## src/rtl/axis_step_driver_pkg.sv

```systemverilog
// Shared channel state encoding and default timing/width constants.
package axis_step_driver_pkg;

  typedef enum logic [1:0] {
    ST_IDLE     = 2'd0,
    ST_DIR_WAIT = 2'd1,
    ST_STEP_HI  = 2'd2,
    ST_STEP_LO  = 2'd3
  } chan_state_e;

  localparam int unsigned DEF_POS_W     = 16;
  localparam int unsigned DEF_PEND_W    = 8;
  localparam int unsigned DEF_DIR_SETUP = 2;
  localparam int unsigned DEF_STEP_HIGH = 3;
  localparam int unsigned DEF_STEP_LOW  = 3;

  // Largest of the three hold times, used to size the shared phase timer.
  function automatic int unsigned max3(input int unsigned a, input int unsigned b,
                                       input int unsigned c);
    int unsigned m;
    m = (a > b) ? a : b;
    return (m > c) ? m : c;
  endfunction

endpackage

```

## src/rtl/axis_step_driver_step_channel.sv

```systemverilog
// One axis: signed pending-step buffer, STEP/DIR sequencer and position counter.
module step_channel
  import axis_step_driver_pkg::*;
#(
  parameter int unsigned POS_W     = DEF_POS_W,
  parameter int unsigned PEND_W    = DEF_PEND_W,
  parameter int unsigned DIR_SETUP = DEF_DIR_SETUP,
  parameter int unsigned STEP_HIGH = DEF_STEP_HIGH,
  parameter int unsigned STEP_LOW  = DEF_STEP_LOW
) (
  input  logic             i_clk,
  input  logic             i_rst,
  input  logic             i_acc,
  input  logic             i_dec,
  input  logic             i_pos_clr,
  output logic             o_step,
  output logic             o_dir,
  output logic [POS_W-1:0] o_pos,
  output logic             o_busy_c,
  output logic             o_ovf_c
);

  localparam int unsigned T_MAX = max3(DIR_SETUP, STEP_HIGH, STEP_LOW);
  localparam int unsigned CNT_W = (T_MAX > 1) ? $clog2(T_MAX) : 1;
  localparam logic signed [PEND_W:0] P_MAX = (PEND_W+1)'((1 << (PEND_W-1)) - 1);

  chan_state_e              r_state, w_state_n;
  logic [CNT_W-1:0]         r_cnt, w_cnt_n;
  logic signed [PEND_W-1:0] r_pend, w_pend_n;
  logic [POS_W-1:0]         r_pos, w_pos_n;
  logic                     r_dir, w_dir_n;
  logic                     r_step;
  logic                     w_enter;
  logic signed [PEND_W:0]   w_pend_ext, w_req, w_adj, w_sum, w_keep;
  logic                     w_ovf;

  // Next-state sequencing, pending arithmetic and position update.
  always_comb begin
    w_state_n = r_state;
    w_cnt_n   = r_cnt;
    w_dir_n   = r_dir;
    w_enter   = 1'b0;
    case (r_state)
      ST_IDLE: begin
        if (r_pend != '0) begin
          if ((~r_pend[PEND_W-1]) == r_dir) begin
            w_state_n = ST_STEP_HI;
            w_cnt_n   = CNT_W'(STEP_HIGH - 1);
            w_enter   = 1'b1;
          end else begin
            w_state_n = ST_DIR_WAIT;
            w_cnt_n   = CNT_W'(DIR_SETUP - 1);
            w_dir_n   = ~r_dir;
          end
        end
      end
      ST_DIR_WAIT: begin
        if (r_cnt == '0) begin
          w_state_n = ST_STEP_HI;
          w_cnt_n   = CNT_W'(STEP_HIGH - 1);
          w_enter   = 1'b1;
        end else begin
          w_cnt_n = r_cnt - CNT_W'(1);
        end
      end
      ST_STEP_HI: begin
        if (r_cnt == '0) begin
          w_state_n = ST_STEP_LO;
          w_cnt_n   = CNT_W'(STEP_LOW - 1);
        end else begin
          w_cnt_n = r_cnt - CNT_W'(1);
        end
      end
      ST_STEP_LO: begin
        if (r_cnt == '0) w_state_n = ST_IDLE;
        else             w_cnt_n   = r_cnt - CNT_W'(1);
      end
      default: w_state_n = ST_IDLE;
    endcase

    // Request and step-consumption combine; a request that would leave range is dropped.
    w_pend_ext = {r_pend[PEND_W-1], r_pend};
    w_req      = '0;
    if (i_acc && !i_dec)      w_req = (PEND_W+1)'(1);
    else if (i_dec && !i_acc) w_req = '1;
    w_adj = '0;
    if (w_enter) w_adj = r_dir ? '1 : (PEND_W+1)'(1);
    w_keep   = w_pend_ext + w_adj;
    w_sum    = w_keep + w_req;
    w_ovf    = (w_req != '0) && ((w_sum > P_MAX) || (w_sum < -P_MAX));
    w_pend_n = w_ovf ? w_keep[PEND_W-1:0] : w_sum[PEND_W-1:0];

    // Clear wins over a step counted on the same edge.
    w_pos_n = r_pos;
    if (i_pos_clr)    w_pos_n = '0;
    else if (w_enter) w_pos_n = r_pos + (r_dir ? POS_W'(1) : '1);

    o_busy_c = (w_state_n != ST_IDLE) || (w_pend_n != '0);
    o_ovf_c  = w_ovf;
  end

  // Channel state register.
  always_ff @(posedge i_clk) begin
    if (i_rst) begin
      r_state <= ST_IDLE;
      r_cnt   <= '0;
      r_pend  <= '0;
      r_pos   <= '0;
      r_dir   <= 1'b1;
      r_step  <= 1'b0;
    end else begin
      r_state <= w_state_n;
      r_cnt   <= w_cnt_n;
      r_pend  <= w_pend_n;
      r_pos   <= w_pos_n;
      r_dir   <= w_dir_n;
      r_step  <= (w_state_n == ST_STEP_HI);
    end
  end

  assign o_step = r_step;
  assign o_dir  = r_dir;
  assign o_pos  = r_pos;

endmodule

```

## src/rtl/axis_step_driver.sv

```systemverilog
// Two-axis STEP/DIR generator with move-completion and overflow reporting.
module axis_step_driver
  import axis_step_driver_pkg::*;
#(
  parameter int unsigned POS_W     = DEF_POS_W,
  parameter int unsigned PEND_W    = DEF_PEND_W,
  parameter int unsigned DIR_SETUP = DEF_DIR_SETUP,
  parameter int unsigned STEP_HIGH = DEF_STEP_HIGH,
  parameter int unsigned STEP_LOW  = DEF_STEP_LOW
) (
  input  logic             pulse_clk,
  input  logic             sys_rst_h,
  input  logic             X_acc,
  input  logic             X_dec,
  input  logic             Y_acc,
  input  logic             Y_dec,
  input  logic             draw_overH,
  input  logic             pos_clrH,
  output logic             X_step,
  output logic             X_dir,
  output logic             Y_step,
  output logic             Y_dir,
  output logic [POS_W-1:0] X_pos,
  output logic [POS_W-1:0] Y_pos,
  output logic             busyH,
  output logic             move_doneH,
  output logic             ovf_errH
);

  logic w_x_busy_c, w_y_busy_c, w_x_ovf_c, w_y_ovf_c;
  logic w_busy_n, w_done_n, w_latch_n;
  logic r_latch, r_draw_q, r_busy, r_done, r_ovf;

  step_channel #(
    .POS_W(POS_W), .PEND_W(PEND_W), .DIR_SETUP(DIR_SETUP),
    .STEP_HIGH(STEP_HIGH), .STEP_LOW(STEP_LOW)
  ) u_x (
    .i_clk(pulse_clk), .i_rst(sys_rst_h), .i_acc(X_acc), .i_dec(X_dec),
    .i_pos_clr(pos_clrH), .o_step(X_step), .o_dir(X_dir), .o_pos(X_pos),
    .o_busy_c(w_x_busy_c), .o_ovf_c(w_x_ovf_c)
  );

  step_channel #(
    .POS_W(POS_W), .PEND_W(PEND_W), .DIR_SETUP(DIR_SETUP),
    .STEP_HIGH(STEP_HIGH), .STEP_LOW(STEP_LOW)
  ) u_y (
    .i_clk(pulse_clk), .i_rst(sys_rst_h), .i_acc(Y_acc), .i_dec(Y_dec),
    .i_pos_clr(pos_clrH), .o_step(Y_step), .o_dir(Y_dir), .o_pos(Y_pos),
    .o_busy_c(w_y_busy_c), .o_ovf_c(w_y_ovf_c)
  );

  // Completion: latch a draw_overH rise, fire once both channels are drained and idle.
  always_comb begin
    w_busy_n  = w_x_busy_c | w_y_busy_c;
    w_done_n  = r_latch & ~w_busy_n;
    w_latch_n = (r_latch & ~w_done_n) | (draw_overH & ~r_draw_q);
  end

  // Status registers.
  always_ff @(posedge pulse_clk) begin
    if (sys_rst_h) begin
      r_latch  <= 1'b0;
      r_draw_q <= 1'b0;
      r_busy   <= 1'b0;
      r_done   <= 1'b0;
      r_ovf    <= 1'b0;
    end else begin
      r_latch  <= w_latch_n;
      r_draw_q <= draw_overH;
      r_busy   <= w_busy_n;
      r_done   <= w_done_n;
      r_ovf    <= r_ovf | w_x_ovf_c | w_y_ovf_c;
    end
  end

  assign busyH      = r_busy;
  assign move_doneH = r_done;
  assign ovf_errH   = r_ovf;

endmodule

```

## config.mk

```make
export PLATFORM = sky130hd
export DESIGN_NAME = axis_step_driver
export DESIGN_NICKNAME = d
export VERILOG_FILES = /design/src/rtl/axis_step_driver_pkg.sv /design/src/rtl/axis_step_driver_step_channel.sv /design/src/rtl/axis_step_driver.sv
export SDC_FILE = /design/constraint.sdc
export NUM_CORES = 1
export LEC_CHECK = 0
export CORE_ASPECT_RATIO = 0.8
export CORE_MARGIN = 2
export CORE_UTILIZATION = 25
export DETAILED_ROUTE_END_ITERATION = 8
export HOLD_SLACK_MARGIN = 0.15
export PLACE_DENSITY_LB_ADDON = 0.15
export SLEW_MARGIN = 15
export SYNTH_ARGS = -nofsm -noshare
export SYNTH_HDL_FRONTEND = slang
export SYNTH_HIERARCHICAL = 1
export SYNTH_SLANG_ARGS = --single-unit
```

## constraint.sdc

```tcl
create_clock -name pulse_clk -period 10.41 [get_ports pulse_clk]
set_clock_uncertainty 0.15 [all_clocks]
set_input_delay 2.6025 -clock pulse_clk [delete_from_list [all_inputs] [get_ports pulse_clk]]
set_output_delay 2.6025 -clock pulse_clk [all_outputs]
set_load 0.005 [all_outputs]
```

==> summary.md <==
| Metric | Value |
|---|---|
| Outcome | finished clean |
| CP max FO | 17 |
| CTS tree | built |
| Core area | 22300 sq um |
| Top cell type's share of synthesized area | 23.2% |
| Final setup fails | 0 |
| Die width | 172 microns |
| Placer Congestion | 0.752 |
| Synth Net Count | 784 |
| Yosys reg bits | 65 |
| Fin cells | 1058 |
| Setup tns final | 0 ns |
| Largest family of logic cells by synthesized area | compound AO/OA/AOI/OAI gates |
| ANT cells | 0 |
| Async SR Flop Fraction | 0% |
| Setup CP Type | reg -> reg |
| Starting Density | 25.2% |
| Vias per Instance | 4.73 |
| Post-synth top area cell | dfxtp_1 |
| Final hold violation count | 0 |
| Post-layout min period | 6.66 ns |
| Worst setup margin | 3.75 ns |
| Min-Delay Path Class | reg -> reg |
| Startpoint types | register |
| Synth top area cells | dfxtp_1, ha_1, a21oi_1 |
| Place WS | 3.47 ns |
| Largest net degree at the start of global routing | 34 |
| Synth Flop Type | dfxtp_1 |
| Commonest cells post-synth | a21oi_1, dfxtp_1, nor2_1 |
| CP endpoint kind | register |
| Cells after Synth | 708 |
| Max_cap viols | 0 |
| 1st-pass router iterations | 4 |
| Setup bufs post-CTS | 0 |
| Num ports | 47 |
| Fin nets | 823 |
| Register area share after synthesis | 23.2% |
| Most common cell in the netlist | a21oi_1 |
| Final worst-path cycle share | 63.9% |
| DR vias | 5000 |
| RSZ-0062 raised after global routing | false |
| Synth Area in Compound Gates | 25.5% |
| Max Fclk | 0.150 GHz |
| CTS Buffer Depth | 2 |
| Number of I/O port buffers | 46 |
| Initial antenna violation count | 0 |
| CTS Hold Bufs | 0 |
| Synth Area in XOR/XNOR | 9.24% |
| Synth Area in Adders | 15.7% |
| Starting DRT DRC Count | 219 |
| Syn. warnings | 6 |
| H-Tree Depth | 3 |
| Root Buffer | clkbuf_16 |
| Rel. slew slack | 49.7% |
| Flop-to-flop setup slack | 3.75 ns |
| Post-CTS resize count | 0 |
| Netlist cell types | 76 |
| Area Overhead vs Synth | 18.6% |
| Die Y | 138 microns |
| Post-DP HPWL | 10500 microns |
| Avg Synthesized Cell Area | 7.93 sq um |
| Drt total wl | 14200 microns |
| Clk pin slew, worst setup/hold paths | 0.06 ns |
| Num rows | 49 |
| Arrival time at the worst endpoint | 6.71 ns |
| Vias in the first global route | 4723 |
| Die area | 23700 sq um |
| Slew @ Worst Pin | 0.749 ns |
| Sink Count | 65 |
| Post-DRT Antenna Nets | 0 |
| Fraction of layout cells with a size suffix above 1 | 5.72% |
| Final hold slack | 0.324 ns |
| Post-synthesis mux area share | 1.34% |
| First-pass GRT wire length | 23800 microns |
| Total congestion overflow | 0 |
| Clock latency on the worst-skew pair | 0.34 ns |
| Post-synth EDFFs | 0 |
| Synth Cell Area | 5620 sq um |
| Gr usage total | 12.4% |
| Placed cell count | 1042 |
| Synth Area in Simple Gates | 20.6% |
| DR WL/cell | 13.4 microns |
| CP required | 10.46 ns |
| Drt drc | 0 |
| Total CTS buffers | 9 |
| Max-slew violation count | 0 |
## registers in the layout, summed over array words and instances, names as in the netlist, 2 cells and up
signal / cells
u_x/o_pos: 16
u_y/r_pend: 8
u_y/o_pos: 16
u_x/r_cnt: 2
u_x/r_state: 2
u_y/r_cnt: 2
u_y/r_state: 2
u_x/r_pend: 8
## metrics by stage
step	utilization [%]	instance area [sq um]
after floorplan	-	5620
after global placement	28.6	6360
after detailed placement	28.6	6360
after CTS	29.9	6660
after global routing	29.9	6660
final	29.9	6660
## layer usage
| metal | track usage, % | wire length (microns) | vias up |
|---|---|---|---|
| li1 | - | - | 2670 |
| met2 | 18.6 | 6110 | 65 |
| met3 | 3.29 | 497 | 7 |
| met1 | 17.8 | 7490 | 2258 |
| met4 | 2.27 | 99 | 0 |
| met5 | 0 | 0 | - |
## critical path, stage by stage, from the launching register on
cell       delay [ns]
dfxtp_1          0.40
or4_4            0.59
nor2_2           0.22
nor3_1           0.12
a21oi_4          0.44
inv_2            0.29
ha_1             0.35
ha_1             0.28
o31a_1           0.28
a21o_1           0.19
mux2i_1          0.13
xnor2_1          0.30
ha_1             0.35
and3_1           0.17
a221o_1          0.34
nor4_1           0.18
nor2_1           0.13
xor2_1           0.21
or3_4            0.44
a2111oi_4        0.36
o2111ai_1        0.31
o21ai_1          0.21
a21oi_1          0.08
## cell families after synthesis
| logic type | Yosys count |
|---|---|
| and+or+nand+nor | 236 |
| AOI/OAI and AO/OA | 217 |
| adders and majority gates | 68 |
| DFF | 65 |
| buffers and inverters | 59 |
| xor gates and xnor gates | 56 |
| muxes | 7 |
## final timing paths
path                  from             to  depth (start not counted)
max          u_x/r_pend[1]        r_latch                         22
max reg2reg  u_x/r_pend[1]        r_latch                         22
min          u_x/o_pos[10]  u_x/o_pos[10]                          2
min reg2reg  u_x/o_pos[10]  u_x/o_pos[10]                          2
## cells in the final DEF (no fill, tap or decap), types with 7 or more instances in the layout
cell type,netlist,layout
a211oi_1,15,15
a21o_1,7,7
a21oi_1,77,77
a31oi_1,9,9
and3_1,8,8
clkbuf_16,0,9
clkdlybuf4s50_1,0,46
dfxtp_1,65,65
ha_1,64,64
inv_1,36,36
nand2_1,64,64
nand2b_1,10,10
nand3_1,16,16
nor2_1,65,65
nor3_1,24,24
nor4_1,9,9
o21ai_0,37,37
o31ai_1,9,9
xnor2_1,36,36
xor2_1,18,18
## cell type report
| type | instances | area, sq um |
|---|---|---|
| inverter | 40 | 150 |
| fill | 2344 | 15600 |
| timing repair buffer | 47 | 468 |
| multi-input combinational | 584 | 4060 |
| sequential | 65 | 1300 |
| clock buffer | 11 | 243 |
| clock inverter | 5 | 55.1 |
| tap | 306 | 383 |
Power is left out: the tool's default activity adds up to more than one toggle a clock period on the data nets, which glitch-free logic cannot reach.
